File: config.mk
export PLATFORM = sky130hd
export DESIGN_NAME = mem_port_arbiter
export DESIGN_NICKNAME = d
export VERILOG_FILES = /design/src/rtl/mem_port_arbiter.sv
export SDC_FILE = /design/constraint.sdc
export NUM_CORES = 1
export LEC_CHECK = 0
export ABC_AREA = 0
export CAP_MARGIN = 15
export CELL_PAD_IN_SITES_DETAIL_PLACEMENT = 1
export CELL_PAD_IN_SITES_GLOBAL_PLACEMENT = 1
export CORE_AREA = 2 2 107 212
export DETAILED_ROUTE_END_ITERATION = 10
export DIE_AREA = 0 0 109 214
export GPL_TIMING_DRIVEN = 0
export PLACE_DENSITY = 0.82
export SYNTH_ARGS = -nofsm -noshare
export SYNTH_HDL_FRONTEND = slang
export SYNTH_SLANG_ARGS = --single-unit
File: constraint.sdc
create_clock -name clk -period 2.8 [get_ports clk]
set_input_delay 0.42 -clock clk [delete_from_list [all_inputs] [get_ports clk]]
set_output_delay 0.42 -clock clk [all_outputs]
set_load 0.01 [all_outputs]
File: src/rtl/mem_port_arbiter.sv
// mem_port_arbiter: shares one single-port memory between fetch and memory-stage accesses
module mem_port_arbiter #(
  parameter int ADDR_W = 32,
  parameter int DATA_W = 32,
  parameter int STARVE_LIMIT = 4,
  parameter int TIMEOUT = 255
) (
  input  logic              clk,
  input  logic              rst,
  input  logic              if_req,
  input  logic [ADDR_W-1:0] if_addr,
  input  logic              if_flush,
  output logic [DATA_W-1:0] if_rdata,
  output logic              if_valid,
  output logic              stall_f,
  input  logic              dm_load,
  input  logic              dm_store,
  input  logic [ADDR_W-1:0] dm_addr,
  input  logic [DATA_W-1:0] dm_wdata,
  input  logic [3:0]        dm_wstrb,
  output logic [DATA_W-1:0] dm_rdata,
  output logic              dm_done,
  output logic              stall_m,
  output logic              mem_req,
  output logic              mem_we,
  output logic [ADDR_W-1:0] mem_addr,
  output logic [DATA_W-1:0] mem_wdata,
  output logic [3:0]        mem_wstrb,
  input  logic [DATA_W-1:0] mem_rdata,
  input  logic              mem_ack,
  output logic              bus_err
);
  localparam int SW = $clog2(STARVE_LIMIT + 1);
  localparam int WW = $clog2(TIMEOUT + 1);
  typedef enum logic [1:0] {IDLE, FETCH, DATA, RESP} stateT;
  stateT state;
  logic [SW-1:0] starveCnt;
  logic [WW-1:0] waitCnt;
  logic flushPending, dmReq, fetchWins, timedOut, flushNow;
  logic [DATA_W-1:0] respData;
  assign dmReq = dm_load | dm_store;
  assign fetchWins = if_req & (~dmReq | (starveCnt == SW'(STARVE_LIMIT)));
  assign timedOut = waitCnt == WW'(TIMEOUT - 1);
  assign flushNow = flushPending | if_flush;
  assign respData = mem_ack ? mem_rdata : '0;
  assign stall_m = dmReq & ~dm_done;
  assign stall_f = (if_req & ~if_valid) | stall_m;
  always_ff @(posedge clk or negedge rst) begin
    if (!rst) begin
      state <= IDLE;
      starveCnt <= '0;
      waitCnt <= '0;
      flushPending <= 1'b0;
      mem_req <= 1'b0;
      mem_we <= 1'b0;
      mem_addr <= '0;
      mem_wdata <= '0;
      mem_wstrb <= '0;
      if_rdata <= '0;
      if_valid <= 1'b0;
      dm_rdata <= '0;
      dm_done <= 1'b0;
      bus_err <= 1'b0;
    end else begin
      case (state)
        IDLE: begin
          if (fetchWins) begin
            state <= FETCH;
            mem_req <= 1'b1;
            mem_we <= 1'b0;
            mem_addr <= if_addr;
            mem_wstrb <= 4'hF;
            starveCnt <= '0;
          end else if (dmReq) begin
            state <= DATA;
            mem_req <= 1'b1;
            mem_we <= dm_store;
            mem_addr <= dm_addr;
            mem_wdata <= dm_wdata;
            mem_wstrb <= dm_store ? dm_wstrb : 4'hF;
            // fetchWins is false here, so starveCnt is below the limit and cannot wrap
            if (if_req) starveCnt <= starveCnt + 1'b1;
          end
        end
        FETCH, DATA: begin
          if (state == FETCH && if_flush) flushPending <= 1'b1;
          if (mem_ack || timedOut) begin
            state <= RESP;
            mem_req <= 1'b0;
            waitCnt <= '0;
            bus_err <= bus_err | ~mem_ack;
            if (state == FETCH) begin
              if_valid <= ~flushNow;
              if (!flushNow) if_rdata <= respData;
            end else begin
              dm_done <= 1'b1;
              if (!mem_we) dm_rdata <= respData;
            end
          end else begin
            waitCnt <= waitCnt + 1'b1;
          end
        end
        RESP: begin
          state <= IDLE;
          if_valid <= 1'b0;
          dm_done <= 1'b0;
          flushPending <= 1'b0;
        end
        default: state <= IDLE;
      endcase
    end
  end
endmodule

# Word level (Yosys, flattened, before mapping)
# Index checks and enable logic that the tools add are counted.
# op_classes
addsub	2
n_mul	0
n_div	0
order_cmp	0
n_eq_ne	10
shifts	0
mux	28
n_bitwise	16
n_reduce_logical	19
# ops
cell	n
$mux W32	3
$reduce_and A3 Y1	5
$mux W4	3
$mux W1	10
$mux W3	3
$add A8 B1 Y8 const B	1
$eq A8 B8 Y1 const B	1
$mux W8	1
$ne A2 B2 Y1 const B	4
$not A1 Y1	8
$pmux W1 S2	4
$reduce_and A2 Y1	4
$reduce_and A4 Y1	2
$reduce_bool A2 Y1	4
$mux W2	3
$pmux W2 S3	1
$or A1 B1 Y1	5
$eq A2 B2 Y1 const B	2
$add A3 B1 Y3 const B	1
$and A1 B1 Y1	3
$eq A3 B3 Y1 const B	1
$ne A3 B3 Y1 const B	1
$eq A2 B1 Y1 const B	1
$logic_not A2 Y1	1
other kinds (3)	3
# totals
ff_bits	151
latchBits	0
mem_bits_rw	0
rom_bits	0
word_cells	89
memories	0

# Depth between registers and ports, before layout
# Gate-level depths: netlist of run 1.
# depth
depth_word	6
ltp_mapped	8
ltp_nobuf	6

# Worst setup path before layout of run 1
# Ideal clock, no wire load.
# synth_timing
path_kind	register to register
from	reg state[0]
to	reg dm_rdata[10]
setup_time_ns	0.122
arrival_time_ns	1.716
setup_slack_ns	0.963
stages_incl_launch_ff	7
path_cell_list	dfrtp_1 -> inv_1 -> ha_1 -> nor3b_1 -> nand2_1 -> buf_2 -> a32o_1
# synth_via
elab_chain_len	3
word_cells_on_any_way	5
# synth_rtl
element	line	text
start: declaration	36	stateT state;
start signal: assignment	50	state <= IDLE;
start signal: assignment	68	state <= FETCH;
start signal: assignment	75	state <= DATA;
$eq A2 B1 Y1 or $eq A2 B2 Y1 (tied branches)	65, 92	
$reduce_or A2 Y1 or $not A1 Y1 (tied branches)	n/a	
$reduce_and A4 Y1 (no source line) *	n/a	
end signal: assignment	97	if (!mem_we) dm_rdata <= respData;
end: declaration	21	output logic [DATA_W-1:0] dm_rdata,
# Mark *: on every way between the ends. The rest lies on a longest branch, timed or not.
# A chain may end at the register's enable or synchronous reset.

# Final worst setup path of run 1
# layout_timing
from	in dm_store
to	out stall_f
# layout_via
elab_chain_len	3
# layout_rtl
element	line	text
start: declaration	17	input logic dm_store,
$or A1 B1 Y1	41	assign dmReq = dm_load | dm_store;
$and A1 B1 Y1	46	assign stall_m = dmReq & ~dm_done;
$or A1 B1 Y1	47	assign stall_f = (if_req & ~if_valid) | stall_m;
end: declaration	15	output logic stall_f,
# Every way passes these cells.

==> key figures, run 1 <==
Clocking
  • Worst-Skew Late Latency: 450 ps
  • CTS clk-pin slew, worst paths: 60 ps
  • Post-CTS setup buffers: 0
  • Bufs on Longest Clock Path: 2
  • Clock sinks: 151
  • CTS tree: yes
  • Htree depth: 4
  • Num CTS Buffers: 17
  • CTS Root Cell: clkbuf_16

Placement
  • DP Cell Count: 1038
  • Port bufs: 276
  • Routability-driven placement congestion ratio: 0.7827
  • Post-DP HPWL: 16950 µm

Synth
  • Seq cells post-synth: 151
  • Post-Syn Area: 6401 µm²
  • Post-synth top flop: dfrtp_1
  • Post-synth EDFFs: 0
  • Synth Instances: 488
  • Yosys cell types: 45
  • Syn_nets: 636
  • Average cell area after synthesis: 13.12 µm²
  • Area leader, netlist: dfrtp_1
  • Register area share after synthesis: 59.03%
  • Synth top area share: 59.03%
  • Top cells by count, synth: 151 x dfrtp_1, 64 x a32o_1, 43 x nand2_1
  • Top post-synthesis cells by area: dfrtp_1 59%, a32o_1 10%, mux2_4 7.0%
  • Most common cell in the netlist: dfrtp_1
  • Ys async rst share: 100.0%
  • Yosys warning count: 0

Critical path
  • Worst path most repeated cell: clkdlybuf4s50_1
  • Cell Chain, Critical Path: clkdlybuf4s50_1, nor2_1, o22ai_1, clkdlybuf4s50_1
  • Worst-path maximum fanout: 4
  • Family with the most delay on the worst path: buffers and inverters
  • WP buf/inv: 2
  • Reg2reg end: if_rdata[26]
  • Startpoint Class: input port
  • Worst Path Required: 2380 ps
  • WS Path Type: input port to output port
  • R2R cell count: 7
  • Worst path depth: 4
  • FF-to-FF Start: state[1]
  • Max stage delay cell, worst path: clkdlybuf4s50_1
  • R2R setup slack: 570 ps
  • Slowest stage delay, CP: 510 ps
  • WP data arrival: 1900 ps
  • Endpoint type of the worst setup path: output port

GRT
  • Vias in the first global route: 6029
  • First-pass GRT wire length: 34500 µm
  • Grt ovf: 0
  • Initial antenna violation count: 0
  • Total GRT Usage: 19.90%
  • Largest net degree at the start of global routing: 95

Timing
  • Final count of hold timing violations: 0
  • Clk_skew: 10.16 ps
  • RSZ-0062 raised after global routing: false
  • Slew headroom: 60.56%
  • Final min period: 2316 ps
  • Post-route clock period utilization: 82.73%
  • Least-Margin Pin Slew: 591.7 ps
  • Achievable frequency: 0.4317 GHz
  • Final Setup Violations: 0
  • Slew Limit Fails: 0

Route
  • WL met1: 7423 µm
  • Met3 wire len: 900 µm
  • Detailed-route via count: 5368
  • Via density: 5.012
  • Met2 WL: 13060 µm
  • DR top layer: met4
  • Wire length per cell: 20.75 µm
  • Residual DRC: 0
  • Initial DRT Pass Iterations: 4
  • DR iter-0 viols: 229
  • Routed Antenna Nets: 0
  • WL final: 22220 µm

Final layout
  • Final Core Density: 47.03%
  • Share of cells above drive strength 1: 11.03%
  • Area Overhead vs Synth: 58.58%
  • Final cell count without fillers: 1071
  • Diodes inserted: 0
  • Number of fill cells: 2268
  • Nets: 933

Hold path
  • Worst hold stages: 3
  • End of the worst hold path: starveCnt[1]
  • Hold Startpoint: if_req
  • Min-delay worst type: input port to flop

Floorplan
  • Starting Density: 29.65%
  • FP Rows: 76
  • Die area: 23330 µm²
  • Placeable Area: 21590 µm²
  • IO Count: 278
  • Die Ht: 214 µm
  • Die width: 109 µm

Power and ir drop
  • Peak VDD IR: 0.5082 mV
  • LEAKAGE: 4.424 nW
  • Cell Pwr Density: 1134 nW/µm²

Status
  • Outcome: finished, final reports clean

Job
  • Max Cap Violations: 0
## sequential cells by signal (all words and copies together) (netlist names)
| register | count |
|---|---|
| dm_done | 1 |
| mem_wstrb | 4 |
| if_valid | 1 |
| state | 2 |
| mem_req | 1 |
| starveCnt | 3 |
| if_rdata | 32 |
| mem_wdata | 32 |
| bus_err | 1 |
| mem_we | 1 |
| waitCnt | 8 |
| dm_rdata | 32 |
| flushPending | 1 |
| mem_addr | 32 |
## cells by family after synthesis
group           count (synthesis)  share of synthesized area (%)
flops                         151                          59.03
compound gates                130                          16.56
simple gates                   80                          5.884
mux                            68                          13.06
buf+inv                        48                          3.440
fa+ha+maj                       9                          1.759
xor+xnor                        2                         0.2737
## per-layer routing
metal | up-vias | track usage (%)
met3 | 41 | 5.326
li1 | 2417 | -
met1 | 2737 | 18.86
met5 | - | 0
met4 | 0 | 9.145
met2 | 173 | 37.99
## worst register-to-register path, cell delays in order (launching register included)
cell and delay [ps]:
dfrtp_1 420, inv_1 110, ha_1 280, nand2_1 110, nor3_2 330, nand2_1 240, clkbuf_1 310, a32o_1 310
## layout make-up
type	count	area [µm²]	share of cell area, %
clock inverters	14	162.7	1.602
flip-flops and latches	151	3779	37.22
plain buffers	37	178.9	1.763
clock buffers	18	439.2	4.326
well taps	273	341.6	3.365
inverters	11	41.29	0.4068
multi-input cells	289	2407	23.72
repair buffers	278	2801	27.60
## stage by stage
stage	setup slack [ps]	TNS (ps)	area [µm²]	power (W)	hold WS (ps)
final	483.6	0	10150	0.01151	396.4
after floorplan	962.7	0	6401	0.006251	124.4
after detailed placement	109.2	0	9534	0.009212	433.3
after global placement	-5101	-766720	9505	0.008998	459.9
after global routing	346.1	0	10150	0.01217	435.2
after CTS	93.19	0	10150	0.01167	393.8
## power by group
group | switching (W) | internal [W]
registers | 0.000616 | 0.00319
logic | 0.00233 | 0.00300
clock network | 0.00102 | 0.00136
total | 0.00396 | 0.00755
## cell usage in the layout, fill, tap and decap left out, types with 3 or more instances in the layout
| master | Yosys | layout |
|---|---|---|
| clkinv_4 | 0 | 4 |
| buf_2 | 14 | 14 |
| mux2i_1 | 34 | 34 |
| mux2_4 | 30 | 30 |
| and3_1 | 4 | 4 |
| inv_6 | 0 | 6 |
| ha_1 | 9 | 9 |
| clkbuf_1 | 18 | 18 |
| dfrtp_1 | 151 | 151 |
| nor2b_1 | 6 | 6 |
| inv_1 | 11 | 11 |
| clkdlybuf4s50_1 | 0 | 275 |
| o21ai_1 | 34 | 34 |
| nor2_1 | 7 | 7 |
| nand2_1 | 43 | 43 |
| buf_6 | 3 | 4 |
| nand3_1 | 7 | 7 |
| clkbuf_16 | 0 | 17 |
| a21oi_1 | 4 | 4 |
| nand2b_1 | 3 | 3 |
| o22a_1 | 4 | 4 |
| a32o_1 | 64 | 64 |
| o21ai_0 | 6 | 6 |
## timing repair
| action | 4_1_cts | 5_1_grt |
|---|---|---|
| hold buffers | 1 | 0 |
| endpoints found under the setup margin | 0 | 30 |
| endpoints found under the hold margin | 57 | 0 |
| resized for setup | 0 | 1 |
## worst max-delay path by stage
stage                   endpoint  startpoint
finish                   stall_f    dm_store
global route             stall_f    dm_store
CTS                 dm_rdata[16]    state[0]
detailed placement   dm_rdata[4]    state[0]
global placement    mem_addr[15]         rst
floorplan           dm_rdata[10]    state[0]
(Power assumes the default switching activity.)
==> inputs of run 2 (changes only) <==
==> constraint.sdc (replaced) <==
create_clock -name clk -period 2.4 [get_ports clk]
set_input_delay 0.36 -clock clk [delete_from_list [all_inputs] [get_ports clk]]
set_output_delay 0.36 -clock clk [all_outputs]
set_load 0.01 [all_outputs]
==> key figures, run 2 (synthesis gave the netlist of run 1 again) <==
Clocking
  • Htree depth: 4 (unchanged)
  • Bufs on Longest Clock Path: 2 (unchanged)
  • CTS tree: yes (unchanged)
  • Clock sinks: 151 (unchanged)
  • Worst-Skew Late Latency: 450 ps (about the same)
  • Post-CTS setup buffers: 0 (unchanged)
  • CTS Root Cell: clkbuf_16 (unchanged)
  • Num CTS Buffers: 17 (unchanged)
  • CTS clk-pin slew, worst paths: 60 ps (about the same)

Status
  • Outcome: finished, final reports clean (unchanged)

Hold path
  • End of the worst hold path: starveCnt[1] (unchanged)
  • Hold Startpoint: if_req (unchanged)
  • Worst hold stages: 3 (unchanged)
  • Min-delay worst type: input port to flop (unchanged)

Route
  • Via density: 5.025 (was 5.012)
  • Wire length per cell: 20.75 µm (about the same)
  • WL met1: 7414 µm (was 7423 µm)
  • DR top layer: met4 (unchanged)
  • Routed Antenna Nets: 0 (unchanged)
  • Residual DRC: 0 (unchanged)
  • DR iter-0 viols: 256 (was 229)
  • Met2 WL: 13060 µm (about the same)
  • Detailed-route via count: 5382 (was 5368)
  • WL final: 22220 µm (about the same)
  • Met3 wire len: 924 µm (was 900 µm)
  • Initial DRT Pass Iterations: 4 (unchanged)

Critical path
  • R2R cell count: 6 (was 7)
  • Worst Path Required: 2730 ps (was 2380 ps)
  • WS Path Type: flop to flop (was input port to output port)
  • Reg2reg end: dm_rdata[16] (was if_rdata[26])
  • Max stage delay cell, worst path: nor3b_2 (was clkdlybuf4s50_1)
  • Startpoint Class: flop (was input port)
  • Slowest stage delay, CP: 490 ps (was 510 ps)
  • FF-to-FF Start: state[0] (was state[1])
  • WP data arrival: 2550 ps (was 1900 ps)
  • Worst-path maximum fanout: 10 (was 4)
  • Endpoint type of the worst setup path: flop (was output port)
  • Family with the most delay on the worst path: simple AND/OR/NAND/NOR gates (was buffers and inverters)
  • WP buf/inv: 2 (unchanged)
  • Cell Chain, Critical Path: inv_1, ha_1, nor3b_2, nand2_1, buf_2, a32o_1 (was clkdlybuf4s50_1, nor2_1, o22ai_1, clkdlybuf4s50_1)
  • R2R setup slack: 180 ps (was 570 ps)

Floorplan
  • Placeable Area: 21590 µm² (unchanged)
  • Starting Density: 29.65% (unchanged)
  • FP Rows: 76 (unchanged)
  • Die Ht: 214 µm (unchanged)
  • IO Count: 278 (unchanged)
  • Die area: 23330 µm² (unchanged)
  • Die width: 109 µm (unchanged)

Final layout
  • Most common cell after layout, fill and taps aside: clkdlybuf4s50_1 (unchanged)
  • Commonest cells after routing, fill and taps aside: 275 x clkdlybuf4s50_1, 151 x dfrtp_1, 64 x a32o_1, 43 x nand2_1 (unchanged)
  • Nets: 933 (unchanged)
  • Diodes inserted: 0 (unchanged)
  • Area Overhead vs Synth: 58.68% (was 58.58%)
  • Share of cells above drive strength 1: 11.03% (unchanged)

Placement
  • DP Worst Slack: -290.8 ps (was 109.2 ps)
  • Post-DP HPWL: 16950 µm (unchanged)
  • Port bufs: 276 (unchanged)
  • Routability-driven placement congestion ratio: 0.7827 (unchanged)

GRT
  • First-pass GRT wire length: 34500 µm (unchanged)
  • Total GRT Usage: 19.90% (unchanged)
  • Grt ovf: 0 (unchanged)
  • Initial antenna violation count: 0 (unchanged)
  • Largest net degree at the start of global routing: 95 (unchanged)
  • Vias in the first global route: 6026 (was 6029)

Timing
  • Hold WS: 336.5 ps (was 396.4 ps)
  • Clk_skew: 11.44 ps (was 10.16 ps)
  • Fin Setup TNS: 0 ps (unchanged)
  • Final count of hold timing violations: 0 (unchanged)
  • Slew headroom: 60.51% (was 60.56%)
  • Final min period: 2222 ps
  • Slew Limit Fails: 0 (unchanged)
  • RSZ-0062 raised after global routing: false (unchanged)
  • Final Setup Violations: 0 (unchanged)
  • Achievable frequency: 0.4501 GHz
  • Final WS setup: 178.0 ps (was 483.6 ps)
  • Post-route clock period utilization: 92.58%
  • Least-Margin Pin Slew: 592.4 ps (was 591.7 ps)

Job
  • Max Cap Violations: 0 (unchanged)

Power and ir drop
  • Tot Pwr: 0.01344 W (was 0.01151 W)
  • Peak VDD IR: 0.5929 mV (was 0.5082 mV)
  • LEAKAGE: 4.429 nW (was 4.424 nW)
  • Cell Pwr Density: 1323 nW/µm² (was 1134 nW/µm²)
[run 2: cell types whose count changed in the layout (fill, tap and decap cells not counted)]
cell,delta
nor3_2,-1
nor3_4,+1
[run 2: per-stage QoR]
| stage | util (%) | std cells | cell area [µm²] |
|---|---|---|---|
| after floorplan | - | 488 | 6401 |
| after global placement | 44.04 | 1037 | 9505 |
| after detailed placement | 44.17 | 1038 | 9534 |
| after CTS | 47.03 | 1071 | 10150 |
| after global routing | 47.06 | 1071 | 10160 |
| final | 47.06 | 1071 | 10160 |
[run 2: how the worst max path moves through the flow]
| stage | start | to | slack [ps] | cells past startpoint |
|---|---|---|---|---|
| final | state[0] | dm_rdata[16] | 180 | 6 |
| after global routing | state[0] | dm_rdata[16] | 6 | 6 |
| after CTS | state[0] | dm_rdata[16] | 140 | 6 |
| after detailed placement | state[0] | dm_rdata[4] | -290 | 6 |
| after global placement | rst | mem_addr[15] | -5440 | 1 |
| after floorplan | state[0] | dm_rdata[10] | 560 | 6 |
[run 2: what timing repair did]
item                       in CTS  in global routing
resized for setup               1                  1
pin swaps                       0                  0
hold endpoints to repair       57                  0
hold buffers                    1                  0
setup endpoints to repair      32                 16
[run 2: layer usage]
| metal | vias up | track usage [%] |
|---|---|---|
| li1 | 2420 | - |
| met1 | 2742 | 18.86 |
| met2 | 181 | 37.99 |
| met3 | 39 | 5.326 |
| met4 | 0 | 9.145 |
| met5 | - | 0 |
[run 2: area by class of cell]
cell class / count / area [µm²]
clock buffers: 18 / 439.2
well taps: 273 / 341.6
clock inverters: 14 / 162.7
repair buffers: 278 / 2801
plain buffers: 37 / 178.9
inverters: 11 / 41.29
multi-input cells: 289 / 2414
flip-flops and latches: 151 / 3779
fillers: 2267 / 11430
[run 2: report_power, final]
part / leakage [nW] / switching [W] / internal [W]
sequential: 1.87 / 0.000722 / 0.00372
clock: 0.289 / 0.00119 / 0.00158
combinational: 2.27 / 0.00272 / 0.00350
[run 2: tightest hold or removal path, stage by stage]
cell and delay [ps]:
clkbuf_1 180, nand3_1 130, o21ai_0 60
==> inputs of run 3 (changes only) <==
--- a/config.mk
+++ b/config.mk
@@ -6,6 +6,7 @@
 export NUM_CORES = 1
 export LEC_CHECK = 0
 export ABC_AREA = 0
+export ABC_CLOCK_PERIOD_IN_PS = 2400
 export CAP_MARGIN = 15
 export CELL_PAD_IN_SITES_DETAIL_PLACEMENT = 1
 export CELL_PAD_IN_SITES_GLOBAL_PLACEMENT = 1
@@ -13,7 +14,7 @@
 export DETAILED_ROUTE_END_ITERATION = 10
 export DIE_AREA = 0 0 109 214
 export GPL_TIMING_DRIVEN = 0
-export PLACE_DENSITY = 0.82
+export PLACE_DENSITY_LB_ADDON = 0.3
 export SYNTH_ARGS = -nofsm -noshare
 export SYNTH_HDL_FRONTEND = slang
 export SYNTH_SLANG_ARGS = --single-unit
==> key figures, run 3 (synthesis gave the netlist of run 1 again) <==
Critical path
  • Worst-path maximum fanout: 4 (was 10)
  • Max stage delay cell, worst path: clkdlybuf4s50_1 (was nor3b_2)
  • WP data arrival: 1780 ps (was 2550 ps)
  • Slowest stage delay, CP: 580 ps (was 490 ps)
  • Reg2reg end: dm_rdata[17] (was dm_rdata[16])
  • Cell Chain, Critical Path: clkdlybuf4s50_1, nor2_1, o22ai_1, clkdlybuf4s50_1 (was inv_1, ha_1, nor3b_2, nand2_1, buf_2, a32o_1)
  • WS Path Type: input port to output port (was flop to flop)
  • FF-to-FF Start: state[0] (unchanged)
  • Worst Path Required: 2040 ps (was 2730 ps)
  • Worst setup startpoint: dm_store (was state[0])
  • R2R setup slack: 260 ps (was 180 ps)
  • Crit path to: stall_f (was dm_rdata[16])
  • Worst path most repeated cell: clkdlybuf4s50_1
  • R2R cell count: 6 (unchanged)
  • Startpoint Class: input port (was flop)
  • Endpoint type of the worst setup path: output port (was flop)

Placement
  • Routability-driven placement congestion ratio: 0.7982 (was 0.7827)
  • DP Area: 9534 µm² (unchanged)
  • Post-DP HPWL: 16810 µm (was 16950 µm)
  • Port bufs: 276 (unchanged)
  • DP Worst Slack: -156.3 ps (was -290.8 ps)
  • DP Cell Count: 1038 (unchanged)

Timing
  • RSZ-0062 raised after global routing: false (unchanged)
  • Least-Margin Pin Slew: 632.8 ps (was 592.4 ps)
  • Clk_skew: 9.212 ps (was 11.44 ps)
  • Hold WS: 391.3 ps (was 336.5 ps)
  • Slew headroom: 57.81% (was 60.51%)
  • Final Setup Violations: 0 (unchanged)
  • Achievable frequency: 0.4664 GHz (was 0.4501 GHz)
  • Final min period: 2144 ps (was 2222 ps)
  • Slew Limit Fails: 0 (unchanged)
  • Final WS setup: 255.8 ps (was 178.0 ps)
  • Post-route clock period utilization: 89.34% (was 92.58%)
  • Final count of hold timing violations: 0 (unchanged)

Route
  • Met2 WL: 12760 µm (was 13060 µm)
  • WL final: 21640 µm (was 22220 µm)
  • WL met1: 7175 µm (was 7414 µm)
  • Via density: 5.009 (was 5.025)
  • Detailed-route via count: 5365 (was 5382)
  • DR iter-0 viols: 177 (was 256)
  • Met3 wire len: 1041 µm (was 924 µm)
  • Routed Antenna Nets: 0 (unchanged)
  • Wire length per cell: 20.21 µm (was 20.75 µm)
  • DR top layer: met4 (unchanged)
  • Initial DRT Pass Iterations: 4 (unchanged)
  • Residual DRC: 0 (unchanged)

Final layout
  • Finished Cell Area: 10190 µm² (was 10160 µm²)
  • Diodes inserted: 0 (unchanged)
  • Area Overhead vs Synth: 59.15% (was 58.68%)
  • Final cell count without fillers: 1071 (unchanged)
  • Commonest cells after routing, fill and taps aside: 275 x clkdlybuf4s50_1, 151 x dfrtp_1, 64 x a32o_1, 43 x nand2_1 (unchanged)
  • Number of fill cells: 2285 (was 2267)
  • Share of cells above drive strength 1: 11.03% (unchanged)
  • Most common cell after layout, fill and taps aside: clkdlybuf4s50_1 (unchanged)
  • Nets: 933 (unchanged)

Power and ir drop
  • Cell Pwr Density: 1331 nW/µm² (was 1323 nW/µm²)
  • Power share of the clock group: 21.4% (was 20.7%)
  • LEAKAGE: 4.455 nW (was 4.429 nW)
  • Peak VDD IR: 0.5950 mV (was 0.5929 mV)
  • Pint: 0.009000 W (was 0.008803 W)
  • Net Sw Frac: 33.61% (was 34.50%)
  • Flop pwr share: 33.0% (was 33.1%)
  • Net Switching: 0.004557 W (was 0.004637 W)
  • Comb pwr share: 45.6% (was 46.3%)
  • Tot Pwr: 0.01356 W (was 0.01344 W)

Hold path
  • Worst hold stages: 3 (unchanged)
  • Min-delay worst type: input port to flop (unchanged)
  • Hold Startpoint: if_req (unchanged)

GRT
  • Grt ovf: 0 (unchanged)
  • Vias in the first global route: 6051 (was 6026)
  • Largest net degree at the start of global routing: 87 (was 95)
  • Total GRT Usage: 19.16% (was 19.90%)
  • First-pass GRT wire length: 33750 µm (was 34500 µm)
  • Initial antenna violation count: 0 (unchanged)

Clocking
  • CTS clk-pin slew, worst paths: 60 ps (about the same)
  • Post-CTS setup buffers: 0 (unchanged)
  • Bufs on Longest Clock Path: 2 (unchanged)
  • Clock sinks: 151 (unchanged)
  • CTS Root Cell: clkbuf_16 (unchanged)
  • CTS tree: yes (unchanged)
  • Num CTS Buffers: 17 (unchanged)
  • Worst-Skew Late Latency: 440 ps (was 450 ps)
  • Htree depth: 4 (unchanged)

Floorplan
  • Die area: 23330 µm² (unchanged)
  • Starting Density: 29.65% (unchanged)
  • Placeable Area: 21590 µm² (unchanged)
  • Die width: 109 µm (unchanged)
  • IO Count: 278 (unchanged)
  • FP Rows: 76 (unchanged)
  • Die Ht: 214 µm (unchanged)

Job
  • Max Cap Violations: 0 (unchanged)

Status
  • Outcome: finished, final reports clean (unchanged)
==> run 3: cell types whose count changed in the layout (fill, tap and decap cells not counted) <==
cell / previous run / this run
clkinv_4: 4 / 1
inv_6: 6 / 5
bufinv_16: 2 / 4
clkinvlp_4: 2 / 0
clkinv_2: 0 / 4
==> run 3: worst min path at each step <==
stage,end,slack [ps]
3_5_place_dp,mem_wdata[8],410
5_1_grt,starveCnt[1],400
4_1_cts,starveCnt[1],370
3_3_place_gp,bus_err,460
2_1_floorplan,bus_err,60
6_report,starveCnt[1],390
==> run 3: metrics by stage <==
step | TNS (ps) | utilization [%]
after CTS | 0 | 47.17
after global routing | 0 | 47.19
after global placement | -766090 | 44.04
final | 0 | 47.19
after floorplan | 0 | -
after detailed placement | -4136 | 44.17
==> run 3: worst max-delay path, delay by kind of cell <==
family,cells,cell delay [ps]
buffers and inverters,2,1160
AO/OA/AOI/OAI,1,140
AND/OR/NAND/NOR,1,130
==> run 3: area by class of cell <==
class | count | area (µm²) | share of cell area, %
inverter | 11 | 41.29 | 0.4053
tap | 273 | 341.6 | 3.353
timing repair buffer | 278 | 2801 | 27.50
multi-input combinational | 289 | 2414 | 23.69
buffer | 37 | 178.9 | 1.756
sequential | 151 | 3779 | 37.09
clock buffer | 18 | 439.2 | 4.311
clock inverter | 14 | 192.7 | 1.891
==> run 3: what timing repair did <==
action,CTS,global route
hold buffers,1,0
hold endpoints to repair,65,0
setup endpoints to repair,30,30
gates resized for setup,1,1
==> run 3: power groups by stage <==
stage,combinational (W),clock [W],sequential (W)
finish,0.00618,0.00290,0.00448
global route,0.00665,0.00310,0.00462
CTS,0.00629,0.00299,0.00449
detailed placement,0.00625,0,0.00452
global placement,0.00603,0,0.00442
floorplan,0.00241,0,0.00488
==> run 3: metal layers <==
metal | global-route usage (%) | vias to the layer above
met2 | 37.06 | 188
met1 | 18.27 | 2723
met5 | 0 | -
met4 | 8.291 | 0
li1 | - | 2420
met3 | 4.595 | 34
